## config.mk

```make
export PLATFORM = sky130hd
export DESIGN_NAME = ms_slave_arbiter_flat
export DESIGN_NICKNAME = d
export VERILOG_FILES = /design/src/rtl/ms_slave_arbiter_if.sv /design/src/rtl/ms_slave_arbiter.sv /design/src/flat_wrapper.sv
export SDC_FILE = /design/constraint.sdc
export NUM_CORES = 1
export LEC_CHECK = 0
export ABC_CLOCK_PERIOD_IN_PS = 2500
export CAP_MARGIN = 20
export CORE_ASPECT_RATIO = 1.2
export CORE_UTILIZATION = 40
export CTS_BUF_LIST = sky130_fd_sc_hd__clkbuf_16
export CTS_CLUSTER_SIZE = 16
export DETAILED_ROUTE_END_ITERATION = 8
export PLACE_DENSITY = 0.8
export REMOVE_ABC_BUFFERS = 1
export SYNTH_ARGS = -nofsm -noshare
export SYNTH_HDL_FRONTEND = slang
export SYNTH_SLANG_ARGS = --single-unit
```

## constraint.sdc

```tcl
create_clock -name clk -period 2.5 [get_ports clk]
set_input_delay 0.5 -clock clk [delete_from_list [all_inputs] [get_ports clk]]
set_output_delay 0.5 -clock clk [all_outputs]
set_load 0.02 [all_outputs]
```

## src/rtl/ms_slave_arbiter_if.sv

```systemverilog
// ms_slave_arbiter_if
//   Bundles the sync/notify bus between NUM_MASTERS blocking masters, the
//   arbiter and the single shared slave.
//   modport master : arbiter view. It drives every *_notify, the data words
//                    and busy, and it samples every *_sync and the inputs.
//   modport slave  : the opposite view, used by the masters and the slave.
// Signals
//   m_req         NUM_MASTERS*DATA_WIDTH  request word per master, master i at [i*DW +: DW]
//   m_req_sync    NUM_MASTERS             master i has a valid request
//   m_req_notify  NUM_MASTERS             request of master i is taken this cycle
//   m_resp        DATA_WIDTH              response word (common bus)
//   m_resp_sync   NUM_MASTERS             master i is ready to accept a response
//   m_resp_notify NUM_MASTERS             response valid for master i
//   m_resp_err    1                       response is a timeout error
//   s_out         DATA_WIDTH              request word to the slave
//   s_out_sync    1                       slave is ready to accept s_out
//   s_out_notify  1                       s_out is valid
//   s_in          DATA_WIDTH              response word from the slave
//   s_in_sync     1                       s_in is valid
//   s_in_notify   1                       arbiter accepts s_in
//   busy          1                       a transaction is in flight
interface ms_slave_arbiter_if #(
  parameter int NUM_MASTERS = 2,
  parameter int DATA_WIDTH  = 32
);
  logic [NUM_MASTERS*DATA_WIDTH-1:0] m_req;
  logic [NUM_MASTERS-1:0]            m_req_sync;
  logic [NUM_MASTERS-1:0]            m_req_notify;
  logic [DATA_WIDTH-1:0]             m_resp;
  logic [NUM_MASTERS-1:0]            m_resp_sync;
  logic [NUM_MASTERS-1:0]            m_resp_notify;
  logic                              m_resp_err;
  logic [DATA_WIDTH-1:0]             s_out;
  logic                              s_out_sync;
  logic                              s_out_notify;
  logic [DATA_WIDTH-1:0]             s_in;
  logic                              s_in_sync;
  logic                              s_in_notify;
  logic                              busy;

  modport master (
    input  m_req, m_req_sync, m_resp_sync, s_out_sync, s_in, s_in_sync,
    output m_req_notify, m_resp, m_resp_notify, m_resp_err,
           s_out, s_out_notify, s_in_notify, busy
  );

  modport slave (
    output m_req, m_req_sync, m_resp_sync, s_out_sync, s_in, s_in_sync,
    input  m_req_notify, m_resp, m_resp_notify, m_resp_err,
           s_out, s_out_notify, s_in_notify, busy
  );
endinterface

```

## src/rtl/ms_slave_arbiter.sv

```systemverilog
// ms_slave_arbiter
//   Shares one blocking slave among NUM_MASTERS blocking masters. A
//   round-robin pick in IDLE takes one request word, forwards it to the
//   slave, waits for the slave response (bounded by TIMEOUT_CYCLES) and
//   returns it to the granted master. One transaction in flight at a time.
// Ports
//   clk  rising-edge clock
//   rst  synchronous active-high reset
//   bus  ms_slave_arbiter_if.master (see the interface for signal meanings)
// Parameters
//   NUM_MASTERS 2..8, DATA_WIDTH, TIMEOUT_CYCLES (0 disables the timeout),
//   ERR_VAL (response word on timeout, sign-extended to DATA_WIDTH)
module ms_slave_arbiter #(
  parameter int NUM_MASTERS    = 2,
  parameter int DATA_WIDTH     = 32,
  parameter int TIMEOUT_CYCLES = 255,
  parameter int ERR_VAL        = -1
) (
  input logic                clk,
  input logic                rst,
  ms_slave_arbiter_if.master bus
);

  localparam int unsigned NM = NUM_MASTERS;
  localparam int GW = (NUM_MASTERS > 1) ? $clog2(NUM_MASTERS) : 1;
  localparam int TW = (TIMEOUT_CYCLES > 0) ? $clog2(TIMEOUT_CYCLES + 1) : 1;
  localparam logic [DATA_WIDTH-1:0] ERR_WORD   = DATA_WIDTH'(ERR_VAL);
  localparam logic [TW-1:0]         TIMER_LAST =
    (TIMEOUT_CYCLES > 0) ? TW'(TIMEOUT_CYCLES - 1) : '0;
  localparam logic [GW-1:0]         LAST_IDX   = GW'(NM - 1);

  typedef enum logic [1:0] {
    S_IDLE,
    S_SEND,
    S_WAIT_RESP,
    S_REPLY
  } state_t;

  state_t                 state, state_n;
  logic [GW-1:0]          grant, grant_n;
  logic [GW-1:0]          rr_ptr, rr_ptr_n;
  logic [TW-1:0]          timer, timer_n;
  logic [DATA_WIDTH-1:0]  s_out_q, s_out_n;
  logic [DATA_WIDTH-1:0]  m_resp_q, m_resp_n;
  logic                   err_q, err_n;
  logic [NUM_MASTERS-1:0] req_notify;
  logic [NUM_MASTERS-1:0] resp_notify;
  logic                   found;
  logic [GW-1:0]          pick;
  logic [DATA_WIDTH-1:0]  req_word [NUM_MASTERS];

  for (genvar g = 0; g < NUM_MASTERS; g++) begin : g_unpack
    assign req_word[g] = bus.m_req[g*DATA_WIDTH +: DATA_WIDTH];
  end

  always_ff @(posedge clk) begin
    if (rst) begin
      state    <= S_IDLE;
      grant    <= '0;
      rr_ptr   <= '0;
      timer    <= '0;
      s_out_q  <= '0;
      m_resp_q <= '0;
      err_q    <= 1'b0;
    end else begin
      state    <= state_n;
      grant    <= grant_n;
      rr_ptr   <= rr_ptr_n;
      timer    <= timer_n;
      s_out_q  <= s_out_n;
      m_resp_q <= m_resp_n;
      err_q    <= err_n;
    end
  end

  // Round-robin search: first requester at or after rr_ptr, wrapping.
  always_comb begin
    found = 1'b0;
    pick  = '0;
    for (int unsigned i = 0; i < NM; i++) begin
      logic [GW-1:0] idx;
      idx = GW'((32'(rr_ptr) + i) % NM);
      if (!found && bus.m_req_sync[idx]) begin
        found = 1'b1;
        pick  = idx;
      end
    end
  end

  always_comb begin
    state_n    = state;
    grant_n    = grant;
    rr_ptr_n   = rr_ptr;
    timer_n    = timer;
    s_out_n    = s_out_q;
    m_resp_n   = m_resp_q;
    err_n      = err_q;
    req_notify = '0;
    case (state)
      S_IDLE: begin
        if (found) begin
          req_notify[pick] = 1'b1;
          grant_n          = pick;
          s_out_n          = req_word[pick];
          state_n          = S_SEND;
        end
      end
      S_SEND: begin
        if (bus.s_out_sync) begin
          timer_n = '0;
          state_n = S_WAIT_RESP;
        end
      end
      S_WAIT_RESP: begin
        // A real response takes priority over a timeout expiring the same cycle.
        if (bus.s_in_sync) begin
          m_resp_n = bus.s_in;
          err_n    = 1'b0;
          state_n  = S_REPLY;
        end else if ((TIMEOUT_CYCLES > 0) && (timer == TIMER_LAST)) begin
          m_resp_n = ERR_WORD;
          err_n    = 1'b1;
          state_n  = S_REPLY;
        end else begin
          timer_n = timer + 1'b1;
        end
      end
      S_REPLY: begin
        if (bus.m_resp_sync[grant]) begin
          rr_ptr_n = (grant == LAST_IDX) ? '0 : grant + 1'b1;
          state_n  = S_IDLE;
        end
      end
      default: state_n = S_IDLE;
    endcase
  end

  always_comb begin
    resp_notify = '0;
    if (state == S_REPLY) resp_notify[grant] = 1'b1;
  end

  // The request notify is the only combinational output; it is held off
  // during reset so no transfer can be signalled that the state will drop.
  assign bus.m_req_notify  = rst ? '0 : req_notify;
  assign bus.m_resp_notify = resp_notify;
  assign bus.m_resp        = m_resp_q;
  assign bus.m_resp_err    = err_q;
  assign bus.s_out         = s_out_q;
  assign bus.s_out_notify  = (state == S_SEND);
  assign bus.s_in_notify   = (state == S_WAIT_RESP);
  assign bus.busy          = (state != S_IDLE);

endmodule
```

## src/flat_wrapper.sv

```systemverilog
// flat-port wrapper written by rule: the top's interface ports become plain ports
module ms_slave_arbiter_flat 
#(
  parameter int NUM_MASTERS    = 2,
  parameter int DATA_WIDTH     = 32,
  parameter int TIMEOUT_CYCLES = 255,
  parameter int ERR_VAL        = -1
)
  (clk, rst, bus_m_req, bus_m_req_sync, bus_m_resp_sync, bus_s_out_sync, bus_s_in, bus_s_in_sync, bus_m_req_notify, bus_m_resp, bus_m_resp_notify, bus_m_resp_err, bus_s_out, bus_s_out_notify, bus_s_in_notify, bus_busy);
  ms_slave_arbiter_if #(.NUM_MASTERS(NUM_MASTERS), .DATA_WIDTH(DATA_WIDTH)) bus_i ();
  input logic clk;
  input logic rst;
  input wire logic [$bits(bus_i.m_req)-1:0] bus_m_req;
  input wire logic [$bits(bus_i.m_req_sync)-1:0] bus_m_req_sync;
  input wire logic [$bits(bus_i.m_resp_sync)-1:0] bus_m_resp_sync;
  input wire logic [$bits(bus_i.s_out_sync)-1:0] bus_s_out_sync;
  input wire logic [$bits(bus_i.s_in)-1:0] bus_s_in;
  input wire logic [$bits(bus_i.s_in_sync)-1:0] bus_s_in_sync;
  output wire logic [$bits(bus_i.m_req_notify)-1:0] bus_m_req_notify;
  output wire logic [$bits(bus_i.m_resp)-1:0] bus_m_resp;
  output wire logic [$bits(bus_i.m_resp_notify)-1:0] bus_m_resp_notify;
  output wire logic [$bits(bus_i.m_resp_err)-1:0] bus_m_resp_err;
  output wire logic [$bits(bus_i.s_out)-1:0] bus_s_out;
  output wire logic [$bits(bus_i.s_out_notify)-1:0] bus_s_out_notify;
  output wire logic [$bits(bus_i.s_in_notify)-1:0] bus_s_in_notify;
  output wire logic [$bits(bus_i.busy)-1:0] bus_busy;
  assign bus_i.m_req = bus_m_req;
  assign bus_i.m_req_sync = bus_m_req_sync;
  assign bus_i.m_resp_sync = bus_m_resp_sync;
  assign bus_i.s_out_sync = bus_s_out_sync;
  assign bus_i.s_in = bus_s_in;
  assign bus_i.s_in_sync = bus_s_in_sync;
  assign bus_m_req_notify = bus_i.m_req_notify;
  assign bus_m_resp = bus_i.m_resp;
  assign bus_m_resp_notify = bus_i.m_resp_notify;
  assign bus_m_resp_err = bus_i.m_resp_err;
  assign bus_s_out = bus_i.s_out;
  assign bus_s_out_notify = bus_i.s_out_notify;
  assign bus_s_in_notify = bus_i.s_in_notify;
  assign bus_busy = bus_i.busy;
  ms_slave_arbiter #(.NUM_MASTERS(NUM_MASTERS), .DATA_WIDTH(DATA_WIDTH), .TIMEOUT_CYCLES(TIMEOUT_CYCLES), .ERR_VAL(ERR_VAL)) u_core (.clk(clk), .rst(rst), .bus(bus_i));
endmodule
```

Word-level counts from Yosys, hierarchy flattened
Index checks and enable logic that the tools add are counted.
- add/sub/neg operators: 3
- multipliers: 0
- divide/modulo/power cells: 0
- order comparisons: 7
- equality and inequality tests: 10
- shift operators: 0
- multiplexer cells: 36
- bitwise logic cells: 1
- reductions and logical operators: 13
- operators with widths (operator ; number):
    $mux 32 ; 5
    $mux 8 ; 3
    $mux 2 ; 9
    $pmux 8 s2 ; 1
    $mux 1 ; 15
    $add 8x1->8 const B ; 1
    $eq 8x8->1 const B ; 1
    $lt 1x2->1 const B ; 4
    $pmux 2 s4 ; 1
    $reduce_and 4->1 ; 2
    $ne 2x2->1 const B ; 3
    $reduce_and 2->1 ; 3
    $reduce_bool 2->1 ; 3
    $eq 2x2->1 const B ; 2
    $ne 2x1->1 const B ; 2
    $logic_and 1x1->1 ; 3
    $ne 3x2->1 const B ; 1
    $add 1x1->1 const B ; 2
    $demux 1 s1 ; 2
    $eq 2x1->1 const B ; 1
    $ge 1x1->1 const B ; 2
    $ge 2x2->1 const B ; 1
    $logic_not 2->1 ; 1
    $not 1->2 ; 1
    $logic_not 1->1 ; 1
- register bits: 77
- bits in latches: 0
- RAM bits: 0
- ROM bits: 0
- input bits: 104
- output and inout port bits: 72
- logic and storage cells: 77
- memories kept: 0

Depth between registers and ports, before layout
Gate-level depths: netlist of the first run.
- word-level depth: 13
- gate-level depth with buffers: 8
- gate-level depth less buffers: 6

Worst setup path before layout of the first run
Ideal clock, no wire load.
- path type: input-to-output
- start: input bus_m_req_sync[0]
- end: output bus_m_req_notify[1]
- arrival time: 1.520 ns
- required time: 2.000 ns
- slack: 0.480 ns
- stages on the path: 6
- buffers on the path: 2
- cells stage by stage: inv_1 > o21a_1 > clkbuf_1 > clkbuf_1 > nand2_1 > nor2_1
- cells in the longest elaborated chain, start to end: 13
- elaborated cells between the ends (all ways): 18
- those cells by class: order compare (2); mux (13); reduce/logical (3)
- ends and longest elaborated chain (item ; RTL line ; text):
    from (decl) ; flat_wrapper.sv:14 ; input wire logic [$bits(bus_i.m_req_sync)-1:0] bus_m_req_sync;
    $mux 1 (not written as such) (2 in a row) ; ms_slave_arbiter.sv:83 ; if (!found && bus.m_req_sync[idx]) begin
    $mux 1 ; ms_slave_arbiter.sv:83 ;
    $logic_not 1->1 ; ms_slave_arbiter.sv:83 ;
    $logic_and 1x1->1 ; ms_slave_arbiter.sv:83 ;
    $mux 1 ; ms_slave_arbiter.sv:83 ;
    $lt 1x2->1 (not written as such) / $ge 1x1->1 (equally long branches) ; ms_slave_arbiter.sv:102 ; req_notify[pick] = 1'b1;
    $logic_and 1x1->1 (not written as such) ; ms_slave_arbiter.sv:102 ;
    $mux 1 (not written as such) ; ms_slave_arbiter.sv:102 ;
    $demux 1 s1 ; n/a ;
    $mux 2 * ; ms_slave_arbiter.sv:101 ; if (found) begin
    $mux 2 * ; ms_slave_arbiter.sv:99 ; case (state)
    $mux 2 * ; ms_slave_arbiter.sv:145 ; assign bus.m_req_notify = rst ? '0 : req_notify;
    to (decl) ; flat_wrapper.sv:19 ; output wire logic [$bits(bus_i.m_req_notify)-1:0] bus_m_req_notify;
Every way passes the cells marked *; elsewhere a longest branch is shown, timed or not. The select of a mux whose other input is x is not followed.

Worst setup path after layout of the first run
- start: register u_core.state[1]
- end: output bus_busy
- cells in the longest elaborated chain, start to end: 1
- ends and longest elaborated chain (item ; RTL line ; text):
    from (decl) ; ms_slave_arbiter.sv:39 ; state_t state, state_n;
    from (signal assigned) ; ms_slave_arbiter.sv:66 ; state <= state_n;
    $reduce_bool 2->1 ; ms_slave_arbiter.sv:152 ; assign bus.busy = (state != S_IDLE);
    to (decl) ; flat_wrapper.sv:26 ; output wire logic [$bits(bus_i.busy)-1:0] bus_busy;
Every way passes these cells.

==> flow_metrics.env, run 1 <==
export IMPL_diodes=0
export IMPL_period_share=0.936
export IMPL_crit_arrival_ns=1.84
export IMPL_routedWlPerCell_microns=14.0
export IMPL_ant_nets=0
export IMPL_die_area_sq_um=8760
export IMPL_synth_cells=411
export IMPL_finalHoldViolations=0
export IMPL_grt_max_degree=80
export IMPL_nets=688
export IMPL_yosysSeqAreaShare=0.460
export IMPL_dr_pass1_iters=4
export IMPL_initial_utilization=0.414
export IMPL_avgSynthCellArea_sq_um=8.16
export IMPL_cts_root_buf="clkbuf_16"
export IMPL_grt_pass1_vias=3357
export IMPL_dr_first_iter_drc_count=103
export IMPL_die_w_microns=85.6
export IMPL_postLayoutCoreUtil=0.679
export IMPL_path_cells="inv_1 -> ha_1 -> inv_1 -> clkdlybuf4s50_1"
export IMPL_htreeDepth=3
export IMPL_cts_buffers=9
export IMPL_slew_headroom=0.460
export IMPL_hpwl_mm=6.63
export IMPL_grt_antenna_before_repair=0
export IMPL_cp_slowest_stage_delay_ns=0.63
export IMPL_drc=0
export IMPL_status="finished clean"
export IMPL_max_slew_worst_pin_slew_ns=0.810
export IMPL_hold_slack_ns=0.460
export IMPL_viasPerCell=5.16
export IMPL_maxSlewViolCount=0
export IMPL_overflow=0
export IMPL_gp_congestion=0.846
export IMPL_clock_latency_ns=0.33
export IMPL_cts_setup_buffers=0
export IMPL_path_delay_family="buffers and inverters"
export IMPL_num_vias=3490
export IMPL_fp_row_count=36
export IMPL_yosys_area_top_type="dfxtp_1"
export IMPL_start_kind="register"
export IMPL_place_ws_ns=-0.0964
export IMPL_die_y_microns=102
export IMPL_cpMaxStageDelayCell="clkdlybuf4s50_1"
export IMPL_core_area_sq_um=8110
export IMPL_layout_drive_gt1_share=0.0601
export IMPL_yosys_warnings=0
export IMPL_area_growth_synth_to_final_pct=64.2
export IMPL_grtUsageTotal=0.216
export IMPL_critPathMaxFanout=6
export IMPL_cellLeakagePower_nw=2.14
export IMPL_setup_slack_ns=0.161
export IMPL_clockBufferDepth=2
export IMPL_end_kind="output pin"
export IMPL_hold_buffers=0
export IMPL_final_common_cell="clkdlybuf4s50_1"
export IMPL_synth_cell_types=35
export IMPL_synth_area_top_cells="dfxtp_1 46%, nor2_1 12%, a311oi_1 8.9%"
export IMPL_crit_top_cell="inv_1"
export IMPL_synth_top_area_frac=0.460
export IMPL_io_pins=176
export IMPL_totalWireLength_mm=9.45
export IMPL_required_ns=2.00
export IMPL_finalClockSkew_ns=0.00864
export IMPL_grt_pass1_wl_mm=15.1
export IMPL_max_cap_violations=0
export IMPL_fin_crit_ns=2.34
export IMPL_setup_viol=0
export IMPL_vdd_drop_max_mv=0.461
export IMPL_crit_type="register to output pin"
export IMPL_rsz0062_at_grt="false"
export IMPL_fmax_ghz=0.427
export IMPL_ys_ff_latch=77
export IMPL_io_buffer_count=175
export IMPL_worstPathBufferInverterCount=3
export IMPL_netlist_area_sq_um=3350
export IMPL_hold_class="register to register"
export IMPL_power_density_nw_per_um2=937
export IMPL_final_cell_mix="172 x clkdlybuf4s50_1, 101 x nor2_1, 77 x dfxtp_1"
export IMPL_cts_sinks=77
export IMPL_clkTransAtPathRegs_ns=0.05
export IMPL_cts_tree="built"
-- cell type report --
class	count	area, sq um
Fill cell	644	2600
Timing Repair Buffer	185	1840
Multi-Input combinational cell	298	1680
Sequential cell	77	1540
Clock buffer	9	225
Tap cell	95	119
Clock inverter	7	90.1
Inverter	6	22.5
-- Yosys cell counts, drive strengths merged --
cell type  instances
a311o              1
or3                1
nand2             67
o21a              34
a311oi            34
nand3              6
a41oi              2
or3b               1
nor3               3
buf                6
a21bo              1
and3               2
and2b              1
a221oi             2
clkbuf            24
inv                6
a2111oi            1
dfxtp             77
or4b               1
o21ai              3
o2bb2ai            1
and2               2
ha                 7
nor2b              1
nor2             103
a21oi             12
and4               1
a31oi              1
a32oi              2
mux2i              4
nand2b             4
-- layer usage --
layer	global-route usage	share of wire
met3	0.0679	0.087
met4	0.0974	0.026
met1	0.242	0.39
met5	0	0
met2	0.377	0.50
-- metrics by stage --
step | instances | instance area [sq um] | power (mW) | setup TNS (ns)
5_1_grt | 677 | 5510 | 5.46 | 0
2_1_floorplan | 381 | 3220 | 2.82 | -21.23
6_report | 677 | 5510 | 5.16 | 0
3_3_place_gp | 661 | 5190 | 3.77 | -0.0129
4_1_cts | 677 | 5500 | 5.19 | 0
3_5_place_dp | 661 | 5190 | 3.82 | -0.0964
-- state kept, by name, summed over array words and instances (netlist names) --
signal / flops
u_core.bus.m_resp: 32
u_core.bus.m_resp_err: 1
u_core.bus.s_out: 32
u_core.grant: 1
u_core.rr_ptr: 1
u_core.state: 2
u_core.timer: 8
-- power by group --
group          switching, mW  leakage (nW)  internal [mW]  total, mW
clock                  0.490         0.153          0.868       1.36
sequential             0.153         0.631           1.51       1.66
combinational           1.14          1.36           1.00       2.14
-- cell families after synthesis --
group / count (synthesis) / synth area share
flip-flops: 77 / 0.460
AO/OA/AOI/OAI: 94 / 0.222
AND/OR/NAND/NOR: 193 / 0.235
adder cells (fa/ha/maj): 7 / 0.0261
multiplexers: 4 / 0.0119
buffers and inverters: 36 / 0.0459
-- worst paths after layout --
check / to / slack, ns / from / cells after the start
worst max-delay path: bus_busy / 0.16 / u_core.state[1] / 4
worst min register to register: u_core.bus.m_resp[19] / 0.46 / u_core.bus.m_resp[19] / 1
worst min-delay path: u_core.bus.m_resp[19] / 0.46 / u_core.bus.m_resp[19] / 1
worst max register to register: u_core.timer[7] / 0.44 / u_core.state[0] / 6
-- repair_timing --
action                                  4_1_cts  5_1_grt
gates resized for setup                       1        2
endpoints found under the setup margin        1        2
pin swaps                                     0        0
Power figures use the tool's default switching activity.
==> run 2, diff against run 1 <==
--- a/config.mk
+++ b/config.mk
@@ -10,8 +10,10 @@
 export CORE_ASPECT_RATIO = 1.2
 export CORE_UTILIZATION = 40
 export CTS_BUF_LIST = sky130_fd_sc_hd__clkbuf_16
+export CTS_CLUSTER_DIAMETER = 150
 export CTS_CLUSTER_SIZE = 16
 export DETAILED_ROUTE_END_ITERATION = 8
+export HOLD_SLACK_MARGIN = 0.1
 export PLACE_DENSITY = 0.8
 export REMOVE_ABC_BUFFERS = 1
 export SYNTH_ARGS = -nofsm -noshare
==> results of run 2 <==
No change in the layout: final DEF, timing and power equal those of run 1.
